===== src/rtl/conv_pkg.sv =====
`default_nettype none
// +-------------------------------------------------------------------------+
// | conv_pkg: widths, tap constants and rounding/saturation helpers shared  |
// | by the vertical and horizontal convolution passes.   Rev 1.0            |
// +-------------------------------------------------------------------------+
package conv_pkg;

  localparam int DEF_DATA_W    = 8;
  localparam int DEF_KERNEL_H  = 7;
  localparam int DEF_COEF_W    = 8;
  localparam int DEF_FRAC_BITS = 6;
  localparam int DEF_OUT_W     = 8;

  function automatic int prod_w(input int data_w, input int coef_w);
    return data_w + coef_w + 1;
  endfunction

  function automatic int sum_w(input int p_w, input int taps);
    return p_w + $clog2(taps);
  endfunction

  function automatic int ptr_w(input int taps);
    return (taps > 1) ? $clog2(taps) : 1;
  endfunction

  // Tap value representing 1.0 in the coefficient fixed-point format.
  function automatic int ident_tap(input int frac_bits);
    return 1 << frac_bits;
  endfunction

  function automatic int round_const(input int frac_bits);
    return 1 << (frac_bits - 1);
  endfunction

  function automatic int sat_hi(input int out_w);
    return (1 << out_w) - 1;
  endfunction

  localparam int SAT_LO = 0;

endpackage
`default_nettype wire


===== src/rtl/adder_tree.sv =====
`default_nettype none
// +-------------------------------------------------------------------------+
// | adder_tree: registered signed sum of N packed operands, with enable.    |
// | Rev 1.0                                                                 |
// +-------------------------------------------------------------------------+
module adder_tree #(
  parameter int N     = 7,
  parameter int IN_W  = 17,
  parameter int SUM_W = 20
) (
  input  logic                    i_clk,
  input  logic                    i_rst,
  input  logic                    i_en,
  input  logic [N*IN_W-1:0]       i_ops,
  output logic signed [SUM_W-1:0] o_sum
);

  logic signed [SUM_W-1:0] total;
  logic signed [SUM_W-1:0] sum_d;
  logic signed [SUM_W-1:0] sum_q;

  always_comb begin
    total = '0;
    for (int k = 0; k < N; k++) begin
      total = total + SUM_W'($signed(i_ops[k*IN_W +: IN_W]));
    end
    sum_d = i_en ? total : sum_q;
  end

  always_ff @(posedge i_clk) begin
    if (i_rst) begin
      sum_q <= '0;
    end else begin
      sum_q <= sum_d;
    end
  end

  assign o_sum = sum_q;

endmodule
`default_nettype wire


===== src/rtl/vertical_conv.sv =====
`default_nettype none
// +-------------------------------------------------------------------------+
// | vertical_conv: vertical pass of the separable convolution; one column   |
// | in, one rounded/saturated pixel out, double-buffered taps.   Rev 1.0    |
// +-------------------------------------------------------------------------+
module vertical_conv
  import conv_pkg::*;
#(
  parameter int DATA_W    = DEF_DATA_W,
  parameter int KERNEL_H  = DEF_KERNEL_H,
  parameter int COEF_W    = DEF_COEF_W,
  parameter int FRAC_BITS = DEF_FRAC_BITS,
  parameter int OUT_W     = DEF_OUT_W
) (
  input  logic                         i_clk,
  input  logic                         i_rst,
  input  logic                         i_vld,
  input  logic                         i_eof,
  input  logic [KERNEL_H*DATA_W-1:0]   i_data,
  output logic                         o_rdy,
  input  logic                         i_rdy,
  output logic                         o_vld,
  output logic                         o_eof,
  output logic [OUT_W-1:0]             o_data,
  input  logic                         i_coef_we,
  input  logic [ptr_w(KERNEL_H)-1:0]   i_coef_addr,
  input  logic [COEF_W-1:0]            i_coef_data,
  input  logic                         i_coef_commit,
  output logic                         o_commit_pend
);

  localparam int PROD_W = prod_w(DATA_W, COEF_W);
  localparam int SUM_W  = sum_w(PROD_W, KERNEL_H);
  localparam int CENTER = KERNEL_H / 2;
  localparam logic signed [COEF_W-1:0] IDENT   = COEF_W'(ident_tap(FRAC_BITS));
  localparam logic signed [SUM_W-1:0]  ROUND_K = SUM_W'(round_const(FRAC_BITS));
  localparam logic signed [SUM_W-1:0]  SAT_MAX = SUM_W'(sat_hi(OUT_W));

  logic en, acc;

  logic signed [COEF_W-1:0] shadow_q [KERNEL_H];
  logic signed [COEF_W-1:0] shadow_d [KERNEL_H];
  logic signed [COEF_W-1:0] active_q [KERNEL_H];
  logic signed [COEF_W-1:0] active_d [KERNEL_H];
  logic pend_q, pend_d, in_frame_q, in_frame_d;

  logic [KERNEL_H*PROD_W-1:0] prod_q, prod_d;
  logic signed [PROD_W-1:0]   pix_ext, coef_ext;
  logic s1_vld_q, s1_vld_d, s1_eof_q, s1_eof_d;
  logic s2_vld_q, s2_vld_d, s2_eof_q, s2_eof_d;
  logic signed [SUM_W-1:0] sum_q, rnd, shf;
  logic [OUT_W-1:0] sat_val;
  logic o_vld_q, o_vld_d, o_eof_q, o_eof_d;
  logic [OUT_W-1:0] o_data_q, o_data_d;

  assign en    = !o_vld_q || i_rdy;
  assign acc   = i_vld && en;
  assign o_rdy = en;

  // The active bank only swaps between frames, on a cycle with no accepted beat.
  always_comb begin
    shadow_d   = shadow_q;
    active_d   = active_q;
    pend_d     = pend_q | i_coef_commit;
    in_frame_d = in_frame_q;
    if (i_coef_we && (int'(i_coef_addr) < KERNEL_H)) begin
      shadow_d[i_coef_addr] = i_coef_data;
    end
    if (pend_q && !in_frame_q && !acc) begin
      active_d = shadow_q;
      pend_d   = 1'b0;
    end
    if (acc) begin
      in_frame_d = !i_eof;
    end
  end

  always_comb begin
    rnd = sum_q + ROUND_K;
    shf = rnd >>> FRAC_BITS;
    if (shf[SUM_W-1]) begin
      sat_val = '0;
    end else if (shf > SAT_MAX) begin
      sat_val = SAT_MAX[OUT_W-1:0];
    end else begin
      sat_val = shf[OUT_W-1:0];
    end
  end

  always_comb begin
    prod_d   = prod_q;
    pix_ext  = '0;
    coef_ext = '0;
    s1_vld_d = s1_vld_q;
    s1_eof_d = s1_eof_q;
    s2_vld_d = s2_vld_q;
    s2_eof_d = s2_eof_q;
    o_vld_d  = o_vld_q;
    o_eof_d  = o_eof_q;
    o_data_d = o_data_q;
    if (en) begin
      s1_vld_d = i_vld;
      s1_eof_d = i_vld && i_eof;
      for (int k = 0; k < KERNEL_H; k++) begin
        pix_ext  = {{(PROD_W-DATA_W){1'b0}}, i_data[k*DATA_W +: DATA_W]};
        coef_ext = {{(PROD_W-COEF_W){active_q[k][COEF_W-1]}}, active_q[k]};
        prod_d[k*PROD_W +: PROD_W] = pix_ext * coef_ext;
      end
      s2_vld_d = s1_vld_q;
      s2_eof_d = s1_eof_q;
      o_vld_d  = s2_vld_q;
      o_eof_d  = s2_eof_q;
      if (s2_vld_q) begin
        o_data_d = sat_val;
      end
    end
  end

  adder_tree #(
    .N     (KERNEL_H),
    .IN_W  (PROD_W),
    .SUM_W (SUM_W)
  ) u_adder_tree (
    .i_clk (i_clk),
    .i_rst (i_rst),
    .i_en  (en),
    .i_ops (prod_q),
    .o_sum (sum_q)
  );

  always_ff @(posedge i_clk) begin
    if (i_rst) begin
      for (int k = 0; k < KERNEL_H; k++) begin
        shadow_q[k] <= (k == CENTER) ? IDENT : '0;
        active_q[k] <= (k == CENTER) ? IDENT : '0;
      end
      pend_q     <= 1'b0;
      in_frame_q <= 1'b0;
      prod_q     <= '0;
      s1_vld_q   <= 1'b0;
      s1_eof_q   <= 1'b0;
      s2_vld_q   <= 1'b0;
      s2_eof_q   <= 1'b0;
      o_vld_q    <= 1'b0;
      o_eof_q    <= 1'b0;
      o_data_q   <= '0;
    end else begin
      shadow_q   <= shadow_d;
      active_q   <= active_d;
      pend_q     <= pend_d;
      in_frame_q <= in_frame_d;
      prod_q     <= prod_d;
      s1_vld_q   <= s1_vld_d;
      s1_eof_q   <= s1_eof_d;
      s2_vld_q   <= s2_vld_d;
      s2_eof_q   <= s2_eof_d;
      o_vld_q    <= o_vld_d;
      o_eof_q    <= o_eof_d;
      o_data_q   <= o_data_d;
    end
  end

  assign o_vld         = o_vld_q;
  assign o_eof         = o_eof_q;
  assign o_data        = o_data_q;
  assign o_commit_pend = pend_q;

endmodule
`default_nettype wire


===== config.mk =====
export PLATFORM = sky130hd
export DESIGN_NAME = vertical_conv
export DESIGN_NICKNAME = d
export VERILOG_FILES = /design/src/rtl/conv_pkg.sv /design/src/rtl/adder_tree.sv /design/src/rtl/vertical_conv.sv
export SDC_FILE = /design/constraint.sdc
export NUM_CORES = 2
export LEC_CHECK = 0
export BUFFER_PORTS_ARGS = -buffer_cell sky130_fd_sc_hd__buf_2
export CAP_MARGIN = 20
export CORE_MARGIN = 2
export CORE_UTILIZATION = 45
export CTS_CLUSTER_SIZE = 40
export DETAILED_ROUTE_END_ITERATION = 10
export PLACE_DENSITY = 0.68
export SLEW_MARGIN = 20
export SYNTH_ARGS = -nofsm -noshare
export SYNTH_HDL_FRONTEND = slang
export SYNTH_SLANG_ARGS = --single-unit

===== constraint.sdc =====
create_clock -name i_clk -period 9.2 [get_ports i_clk]
set_clock_uncertainty 0.05 [all_clocks]
set_input_delay 0.92 -clock i_clk [delete_from_list [all_inputs] [get_ports i_clk]]
set_output_delay 0.92 -clock i_clk [all_outputs]
set_load 0.1 [all_outputs]

# [Word level (Yosys, flattened, before mapping)]
# Cells that the tools add are included.
[totals] register_bits=267 out_inout_bits=12 wordCells=63
[op_classes] add_sub_neg=7 mul=7 order_cmp=4 mux=5 bitwise_logic=2 n_reduce_logical=13
[op_table] op="9-bit by 8-bit multiplier with 17-bit output" n=7
[op_table] op="20-bit by 17-bit adder with 20-bit output" n=4
[op_table] op="56-bit bitwise mux" n=1
[op_table] op="8-bit demux with 3-bit select" n=1
[op_table] op="8-bit two-way mux" n=3
[op_table] op="20-bit by 7-bit adder with 20-bit output (second input constant)" n=1
[op_table] op="18-bit by 17-bit adder with 19-bit output" n=1
[op_table] op="17-bit by 17-bit adder with 18-bit output" n=1
[op_table] op="14-bit by 9-bit greater-than comparator with 1-bit output (second input constant)" n=1
[op_table] op="1-bit logical AND" n=6
[op_table] op="4-bit >= comparator (second input constant)" n=1
[op_table] op="1-bit zero test" n=4
[op_table] op="4-bit by 1-bit less-than comparator with 1-bit output (second input constant)" n=1
[op_table] op="3-bit NOT with 4-bit output" n=1
[op_table] op="3-bit less-than comparator (second input constant)" n=1
[op_table] op="2-bit AND reduction" n=1
[op_table] op="2-bit OR reduction" n=1
[op_table] op="1-bit logical OR" n=1
[op_table] op="1-bit bitwise OR" n=1

# [Depth between registers and ports, before layout]
[logic_depth] ltp_word=6 ltp_mapped=19

# [Modules after synthesis]
# A second synthesis with hierarchy kept.
[hier_totals] hier_cells=3317 hier_area_um2=28576.2
[modules_own_cells] mod="vertical_conv" instances=1 cells_each=2841 area_per_inst_um2=24477.2
[modules_own_cells] mod="adder_tree" instances=1 cells_each=476 area_per_inst_um2=4098.9

# [Least setup slack after synthesis]
# OpenSTA, ideal clock, no wires.
[synth_timing] path_type="in2reg" start="input port i_data[17]" end="register prod_q[50]" setup_time_ns=0.091 arrival_time_ns=4.942 required_ns=9.059 setup_slack_ns=4.117 stages=15 n_path_buf=0 cell_sequence="nand2b_1 -> fa_1 -> inv_1 -> fa_1 -> inv_1 -> fa_1 -> fa_1 -> inv_1 -> ha_1 -> o21ai_1 -> a21oi_1 -> or2_4 -> and4b_4 -> or4_1 -> a311oi_1"
[synth_via] elab_chain_len=1
[synth_rtl] item="from (decl)" line="vertical_conv.sv:19" source="input logic [KERNEL_H*DATA_W-1:0] i_data,"
[synth_rtl] item="9-bit by 8-bit multiplier with 17-bit output" line="vertical_conv.sv:107" source="prod_d[k*PROD_W +: PROD_W] = pix_ext * coef_ext;"
[synth_rtl] item="to (signal assigned)" line="vertical_conv.sv:152" source="prod_q <= prod_d;"
[synth_rtl] item="to (decl)" line="vertical_conv.sv:47" source="logic [KERNEL_H*PROD_W-1:0] prod_q, prod_d;"
# Every way passes these cells.
# A chain may end at the register's enable or synchronous reset.

# [Worst setup path after layout]
[layout_timing] start="register prod_q[35]" end="register u_adder_tree.sum_q[19], in the netlist u_adder_tree.o_sum[19]"
[layout_via] elab_chain_len=5
[layout_rtl] item="18-bit by 17-bit adder with 19-bit output" line="adder_tree.sv:25" source="total = total + SUM_W'($signed(i_ops[k*IN_W +: IN_W]));"
[layout_rtl] item="20-bit by 17-bit adder with 20-bit output (4 in a row)" line="adder_tree.sv:25"
[layout_rtl] item="to (signal assigned)" line="adder_tree.sv:34" source="sum_q <= sum_d;"
[layout_rtl] item="to (decl)" line="adder_tree.sv:20" source="logic signed [SUM_W-1:0] sum_q;"
# Every way passes these cells.

==> impl_metrics.ini <==
[cts]
clk_latency_ps = 560
cts_max_level = 1
cts_buffer_depth = 3
postCtsSetupBuffers = 0
clockRootBuffer = clkbuf_16
cts_made_buffers = 28
hold_buffers = 0
cts.clk_slew.worst_paths_ps = 60
cts_resized = 0
cts_tree = done
numClockSinks = 262

[timing]
max-slew-margin-rel_pct = 27.5
setup_tns_ps = 0
rsz0062_at_grt = no
slew_violations = 0
finalHoldViolations = 0
min_period_ps = 5320
worst_pin_slew_ps = 1080
finalSetupViolCount = 0
fmax_mhz = 188
finalCritPeriodShare_pct = 57.8

[place]
place_inst = 3921
portBuffers = 85
gp_congestion = 0.850
dp_hpwl_mm = 50.8
placed_area_mm2 = 0.0284

[die]
start_util_pct = 45.4
die_x_um = 250
rows = 90
dieArea_mm2 = 0.0627
fp.dieH_um = 250
core-area_mm2 = 0.0602
io_pins = 86

[logic_synthesis]
netlist_instances = 3154
synth_edf_count = 0
avgSynthCellArea_um2 = 8.67
synth_nets = 3894
synth_top_area_share_pct = 24.1
yosysTopAreaCell = fa_1
ys.flop_type = dfxtp_1
synth-seq-cells = 262
synth_cell_types = 70
synth_seq_area_share_pct = 19.2
ys_warn_count = 0
synthesis.area_mm2 = 0.0273
synthArstFlopShare_pct = 0
synth.area.top_cells = fa_1, dfxtp_1, ha_1

[routing]
drt_iter0_markers = 1346
vias = 20900
wire_per_inst_um = 16.3
drc = 0
wl_mm = 64.8
drt.antenna.violating_nets = 0
firstDrtPassIters = 5
routed_via_density = 5.26

[critical_path]
crit_top_cell = fa_1
crit_family = adder cells
cp.buffers_inverters = 0
cp_max_fo = 7
end_kind = flop
cpPeakStageDelay_ps = 490
crit_slowest_cell = fa_1
crit_type = flop to flop
startpoint_type = flop
cp_data_required_time_ps = 9560
critical_path.cell_chain = fa_1 > ha_1 > fa_1 > a211oi_1 > o21bai_1 > o41ai_2 > or4_1 > nand2_1 > xor2_1 > fa_1 > ha_1 > a21o_1 > a21o_1 > a221o_1 > a31o_1 > nor4b_1 > a2111oi_1
worstPathArrival_ps = 5680

[final_layout]
diodes = 0
syn_to_final_growth_pct = 7.62
layout_common_cells = nand2_1, inv_1, ha_1
fin_area_mm2 = 0.0294
fin_cells = 3974
final_util_pct = 48.8
layout.nets = 3910
final_common_cell = nand2_1
drive_gt1_share_pct = 5.33

[global_route]
grt_pass1_wl_mm = 108
grt_pass1_vias = 20500
gr-usage-all-layers_pct = 21.1
antenna_found_initial = 2
grt_remaining_overflow = 0
grt_start_max_net_pins = 141

[pwr]
power.leakage_nw = 14.1
p_per_area_mw_per_mm2 = 90.2
vdd_ir_drop_max_mv = 0.137

[hold_path]
hp-class = flop to flop

[outcome]
status = complete, no violations

[job]
drv_cap = 0
==> cell type report <==
type                            count  area, µm²
Fill cell                        5759      30800
Multi-Input combinational cell   2352      20100
Sequential cell                   262       5250
Inverter                          432       1620
Tap cell                          782        978
Clock buffer                       40        847
Timing Repair Buffer               94        522
Clock inverter                     12        134
==> where the power goes <==
part / switching (W) / internal [W] / leakage (nW)
logic: 0.000198 / 0.0000919 / 11.5
clock network: 0.000484 / 0.000698 / 0.468
registers: 0.0000247 / 0.00116 / 2.12
total: 0.000707 / 0.00195 / 14.1
==> routing by layer <==
layer / vias to the layer above / track usage, % / wire length [µm]
li1: 10300 / - / -
met2: 432 / 32.6 / 28300
met1: 10100 / 31.7 / 32100
met4: 4 / 4.21 / 1360
met3: 73 / 2.44 / 3050
met5: - / 0 / 30
==> flip-flops by register name (all words and copies together), names as in the netlist <==
name	flops
prod_q	119
active_q	56
shadow_q	56
u_adder_tree.o_sum	15
o_data	8
in_frame_q	1
o_commit_pend	1
o_eof	1
o_vld	1
s1_eof_q	1
s1_vld_q	1
s2_eof_q	1
s2_vld_q	1
==> cells by family (layout without fill, tap and decap cells) <==
| family | after synthesis | after routing | share of synthesized area (%) |
|---|---|---|---|
| and+or+nand+nor | 1100 | 1100 | 19.0 |
| xor gates and xnor gates | 83 | 83 | 2.66 |
| buffers and inverters | 540 | 578 | 7.43 |
| adders and majority gates | 666 | 666 | 39.5 |
| DFF | 262 | 262 | 19.2 |
| AOI/OAI and AO/OA | 468 | 468 | 10.9 |
| muxes | 35 | 35 | 1.28 |
==> worst min-delay path: cells and delay by family, from the launching register on <==
kind / cells / cell delay [ps]
AOI/OAI and AO/OA: 1 / 50
DFF: 1 / 310
and+or+nand+nor: 1 / 50
==> final timing paths <==
path	from	end	slack (ps)	depth (start not counted)
hold / removal	o_data[4]$_SDFFE_PP0P_	o_data[4]$_SDFFE_PP0P_	400	2
hold reg to reg	o_data[4]$_SDFFE_PP0P_	o_data[4]$_SDFFE_PP0P_	400	2
setup / recovery	prod_q[35]$_SDFFE_PP0N_	u_adder_tree.o_sum[19]$_SDFFE_PP0N_	3880	17
setup reg to reg	prod_q[35]$_SDFFE_PP0N_	u_adder_tree.o_sum[19]$_SDFFE_PP0N_	3880	17
==> cell usage after synthesis (5+ instances only) <==
master / number
and3_1: 15
ha_1: 337
and2_1: 208
a31oi_1: 15
o31ai_1: 14
a22o_1: 12
nor2b_1: 12
nor2_1: 126
a21o_1: 26
inv_1: 432
o22ai_1: 6
o21a_1: 22
a211o_1: 7
nor4_1: 5
or3_1: 8
nand2b_1: 45
mux2i_1: 35
a41oi_1: 7
nand3_1: 44
dfxtp_1: 262
nand4_1: 12
nor3_1: 26
a221o_1: 5
o21bai_1: 8
xor2_1: 30
o21ai_1: 11
o21ai_0: 39
clkbuf_1: 95
nand3b_1: 7
o2bb2ai_1: 5
a21oi_1: 213
buf_1: 9
or4_1: 12
and4_1: 10
a211oi_1: 38
xnor2_1: 53
nand2_1: 551
fa_1: 329
==> through the flow <==
step                worst slack, ps  power, W  hold slack, ps
floorplan                      4120   0.00138             381
global placement               3860   0.00149             389
detailed placement             3790   0.00149             393
CTS                            3910   0.00267             403
global route                   3630   0.00275             412
finish                         3880   0.00265             401
Power figures use the tool's default switching activity.
